[config.mk]
export PLATFORM = sky130hd
export DESIGN_NAME = onehot_decode_pipe
export DESIGN_NICKNAME = d
export VERILOG_FILES = /design/src/rtl/onehot_decode_pipe.sv
export SDC_FILE = /design/constraint.sdc
export NUM_CORES = 1
export LEC_CHECK = 0
export ABC_CLOCK_PERIOD_IN_PS = 1930
export BUFFER_PORTS_ARGS = -buffer_cell sky130_fd_sc_hd__buf_2
export CORE_MARGIN = 2
export CORE_UTILIZATION = 30
export DETAILED_ROUTE_END_ITERATION = 10
export GPL_ROUTABILITY_DRIVEN = 0
export SKIP_CTS_REPAIR_TIMING = 1
export SYNTH_ARGS = -nofsm -noshare
export SYNTH_HDL_FRONTEND = slang
export SYNTH_SLANG_ARGS = --single-unit
[constraint.sdc]
create_clock -name clk -period 1.93 [get_ports clk]
set_input_delay 0.0965 -clock clk [delete_from_list [all_inputs] [get_ports clk]]
set_output_delay 0.0965 -clock clk [all_outputs]
set_load 0.01 [all_outputs]
[src/rtl/onehot_decode_pipe.sv]
// onehot_decode_pipe: registered select decoder (one-hot / thermometer)
// behind a 2-entry skid buffer with a valid/ready handshake on both sides.
//
// Ports:
//   clk, rst_n           clock, asynchronous active-low reset
//   in_valid/in_ready    upstream handshake (in_ready is registered)
//   in_sel, in_mode      select value, 0 = one-hot / 1 = thermometer
//   out_valid/out_ready  downstream handshake
//   out_vec, out_err     decoded vector, select-out-of-range flag
module onehot_decode_pipe #(
    parameter int SEL_W   = 2,
    parameter int NUM_OUT = 4
) (
    input  logic               clk,
    input  logic               rst_n,
    input  logic               in_valid,
    output logic               in_ready,
    input  logic [SEL_W-1:0]   in_sel,
    input  logic               in_mode,
    output logic               out_valid,
    input  logic               out_ready,
    output logic [NUM_OUT-1:0] out_vec,
    output logic               out_err
);

    if (SEL_W < 1 || SEL_W > 6 ||
        NUM_OUT < 2 || NUM_OUT > (1 << SEL_W)) begin : g_param_chk
        $error("onehot_decode_pipe: illegal SEL_W/NUM_OUT");
    end

    logic [NUM_OUT-1:0] ent_vec_q [2];
    logic [1:0]         ent_err_q;
    logic               rd_ptr_q;
    logic               wr_ptr_q;
    logic [1:0]         count_q;
    logic [1:0]         count_d;
    logic               in_ready_q;

    logic               push;
    logic               pop;
    logic [NUM_OUT-1:0] dec_vec;
    logic               dec_err;
    int unsigned        sel_u;

    assign push = in_valid && in_ready_q;
    assign pop  = out_valid && out_ready;

    // Decode happens at accept time so the buffer holds final strobes.
    always_comb begin
        sel_u   = 32'(in_sel);
        dec_vec = '0;
        dec_err = 1'b0;
        if (sel_u >= NUM_OUT) begin
            dec_err = 1'b1;
        end else begin
            for (int unsigned i = 0; i < NUM_OUT; i++) begin
                if (in_mode) begin
                    dec_vec[i] = (i <= sel_u);
                end else begin
                    dec_vec[i] = (i == sel_u);
                end
            end
        end
    end

    always_comb begin
        count_d = count_q;
        unique case ({push, pop})
            2'b10:   count_d = count_q + 2'd1;
            2'b01:   count_d = count_q - 2'd1;
            default: count_d = count_q;
        endcase
    end

    always_ff @(posedge clk or negedge rst_n) begin
        if (!rst_n) begin
            ent_vec_q[0] <= '0;
            ent_vec_q[1] <= '0;
            ent_err_q    <= '0;
            rd_ptr_q     <= 1'b0;
            wr_ptr_q     <= 1'b0;
            count_q      <= 2'd0;
            in_ready_q   <= 1'b1;
        end else begin
            if (push) begin
                ent_vec_q[wr_ptr_q] <= dec_vec;
                ent_err_q[wr_ptr_q] <= dec_err;
                wr_ptr_q            <= ~wr_ptr_q;
            end
            if (pop) begin
                rd_ptr_q <= ~rd_ptr_q;
            end
            count_q    <= count_d;
            // Registered from next-count so upstream never sees a
            // combinational path from out_ready.
            in_ready_q <= (count_d < 2'd2);
        end
    end

    assign in_ready  = in_ready_q;
    assign out_valid = (count_q != 2'd0);
    assign out_vec   = out_valid ? ent_vec_q[rd_ptr_q] : '0;
    assign out_err   = out_valid ? ent_err_q[rd_ptr_q] : 1'b0;

endmodule

== After elaboration in Yosys (flattened, before gate mapping) ==
Index checks and enable logic that the tools add are counted.
Operators by class
  $add $sub $neg: 2
  order comparisons: 10
  equality and inequality tests: 5
  multiplexer cells: 17
  bitwise logic cells: 6
  reduce and logical (&&, ||, !) cells: 6
Operators by type and width (number)
  two-way mux 4 bit: 5
  bitwise mux 8 bit: 1
  two-way mux 1 bit: 8
  demux 4 bit (select 1 bit): 1
  == test 2 bit (first input constant): 2
  >= comparator 2 bit (second input constant): 2
  less-or-equal comparator 2 bit (first input constant): 2
  logical AND 1 bit: 4
  less-than comparator 1 x 2 -> 1 bit (second input constant): 2
  inverter 1 -> 2 bit: 2
  one-hot mux 2 bit (2 select lines): 1
  adder 2 x 1 -> 2 bit (second input constant): 1
  bitwise AND 2 bit: 1
  == test 1 x 2 -> 1 bit (first input constant): 1
  == test 2 x 1 -> 1 bit (second input constant): 1
  == test 2 bit (second input constant): 1
  less-or-equal comparator 1 x 2 -> 1 bit (first input constant): 1
  logical NOT 2 bit: 1
  less-than comparator 2 x 1 -> 1 bit (second input constant): 1
  less-than comparator 2 bit (second input constant): 1
  inverter 1 bit: 2
  inverter 2 bit: 1
  nonzero test 2 bit: 1
  subtractor 2 x 1 -> 2 bit (second input constant): 1
  2 further kinds: 2
Storage, ports and cells
  bits in registers: 15
  output and inout port bits: 7

== Depth between registers and ports, before layout ==
  depth in word-level cells: 6
  depth in mapped cells: 6

== Worst setup path before layout ==
Ideal clock, no wire load.
  kind: reg2reg
  start point: register count_q[0]
  end point: register with a tool-made name
  library setup time: 0.079 ns
  data arrival time: 1.322 ns
  path slack: 0.529 ns
  cell stages (with the launch flop): 6
  path buffers: 0
  clock period less this slack: 1.401 ns
  cell sequence: dfrtp_1 > nor2_2 > nor2b_2 > ha_1 > nor2_2 > xor2_1
RTL lines
  from (decl): line 35  | logic [1:0] count_q;
  from (signal assigned): line 93  | count_q <= count_d;

==> results.ini <==
[outcome]
status=complete, no violations

[sta]
fmax_ghz=0.6535
period_needed_ps=1530
timing.max_slew.rel_slack_pct=77.81
fin_skew_ps=3.000
worst_pin_slew_ps=332.8
drv_slew=0
setup_violations=0
hold_violations=0
rsz0062_at_grt=false
setup_tns_ps=0
post-route-period-util_pct=79.28

[power]
power_density_nw_per_um2=1546
p_leak_nw=0.4160
ir_drop_uv=638.5

[route]
ant_nets=0
avgViaCountPerCell=4.336
drc=0
vias=477
drt-total-wl_mm=1.176
wl_per_cell_um=10.69
drt-initial-drc-count=5
drtPass1Iterations=2

[clock_network]
cts_buffers=3
cts_root_buf=clkbuf_4
cts.clk_slew.worst_paths_ps=80
clockBufferDepth=2
clock-sinks=15
clk-insertion-delay-late_ps=270
htree_num_levels=1
tritoncts=built

[logic_synthesis]
yosys_warnings=0
syn-num-nets=73
synth-async-reset-ratio_pct=100.0
yosys-top-cells-area=dfrtp_1 (51%), mux2i_1 (8.8%), nand2_1 (6.6%)
syn_avg_cell_area_sq_um=10.55
ys_seq_area_share_pct=54.93
yosysMostFrequentCell=dfrtp_1
synthCells=65
synthTopCellsByCount=dfrtp_1 (14), nand2_1 (12), o21ai_1 (8)
syn_area_sq_um=685.7
synth_top_area_cell=dfrtp_1
ys_ff_latch=15
synth_ff_type=dfrtp_1
synth_top_area_share_pct=51.09
synth_cell_types=17
synth_edf_count=0

[worst_setup_path]
crit_path_end_kind=flop
cp_slowest_cell=dfrtp_1
path_class=reg -> reg
crit_chain=nor2_2, nor2b_2, ha_1, nor2_2, xor2_1
startpoint=count_q[0]
critPathMaxStageDelay_ps=420
reg2reg_depth=5
path_depth=5
path_buf_inv=0
arrival_ps=1730
worstPathMaxFanout=7
crit_top_cell=nor2_2
startpoint_type=flop
path_delay_family=simple AND/OR/NAND/NOR gates
crit-reg2reg-launch=count_q[0]
required_ps=2130
r2r_setup_slack_ps=400

[grt]
grt_pass1_wl_mm=1.994
grt_use_total_pct=10.34
grt_max_degree=16
grt_overflow=0
antenna_found_initial=0
grt_pass1_vias=468

[hold_path]
hp-class=in -> reg

[flow_run]
cap_violations=0

[die]
placementRows=17
io_pins=14
die_h_um=51.81
start_util_pct=31.30
core_sq_um=2191
die-area_sq_um=2684
dieWidth_um=51.81

[cells_and_area]
nets=91
antenna_cells=0
fin_util_pct=37.29
final_area_sq_um=817.0
drive_gt1_share_pct=26.83
fillCellCount=232
areaGrowthSynthToFinish_pct=19.16

[placed_design]
place_area_sq_um=780.7
port_buffers=13

area by class of cell:
class / count / area (sq um) / area share (%)
Timing Repair Buffer: 14 / 75.07 / 9.188
Clock buffer: 4 / 26.28 / 3.216
Tap cell: 28 / 35.03 / 4.288
Inverter: 2 / 7.507 / 0.9188
Multi-Input combinational cell: 47 / 296.5 / 36.29
Sequential cell: 15 / 376.6 / 46.09
cells in the final DEF, fill, tap and decap left out, drive strengths merged:
cell,n
nand3,1
dfstp,1
ha,1
mux2i,6
nand2,12
nor2b,1
dfrtp,14
and2,2
nand3b,1
o21ai,9
buf,13
inv,2
xor2,2
clkbuf,4
nor2,9
xnor2,3
dlygate4sd3,1
cell families (layout without fill, tap and decap cells):
| group | count (synthesis) | after routing | share of synthesized area, % |
|---|---|---|---|
| xor gates and xnor gates | 5 | 5 | 6.388 |
| muxes | 6 | 6 | 8.759 |
| buffers and inverters | 3 | 20 | 1.825 |
| DFF | 15 | 15 | 54.93 |
| adders and majority gates | 1 | 1 | 1.825 |
| and+or+nand+nor | 26 | 26 | 19.71 |
| AOI/OAI and AO/OA | 9 | 9 | 6.569 |
how the worst min path moves through the flow:
stage | startpoint | end | cells after the start | slack, ps
3_3_place_gp | rst_n | async pin | 1 | 10
5_1_grt | in_sel[1] | ent_vec_q[7] | 3 | 130
3_5_place_dp | rst_n | async pin | 1 | 20
2_1_floorplan | rst_n | async pin | 0 | -200
4_1_cts | rst_n | async pin | 1 | -290
6_report | in_sel[0] | ent_vec_q[3] | 3 | 120
worst register-to-register path, stage by stage, from the launching register on:
cell	delay (ps)
dfrtp_1	420
nor2_2	280
nor2b_2	90
ha_1	340
nor2_2	160
xor2_1	160
power by group:
part	switching [W]	total (W)	internal, W	leakage, nW
logic	0.000263	0.000510	0.000247	0.214
clock network	0.0000916	0.000172	0.0000801	0.0150
registers	0.000122	0.000581	0.000460	0.187
through the flow:
stage               instances  total power, W  worst slack (ps)  hold WS, ps
floorplan                  65       0.0009520             528.6       -199.1
global placement          105        0.001097             476.3        12.98
detailed placement        105        0.001111             409.0        16.68
CTS                       109        0.001286             383.2       -291.7
global route              110        0.001373             303.1        125.8
finish                    110        0.001263             399.8        115.2
routing by layer:
metal	global-route usage [%]	wire length [um]
met3	1.149	54
met1	12.57	560
met5	0	0
met4	7.895	19
met2	16.67	541
sequential cells by signal, summed over array words and instances (netlist names), named ones only:
name       flops
in_ready       1
ent_vec_q      8
count_q        1
wr_ptr_q       1
ent_err_q      2
rd_ptr_q       1
Power figures use the tool's default switching activity.
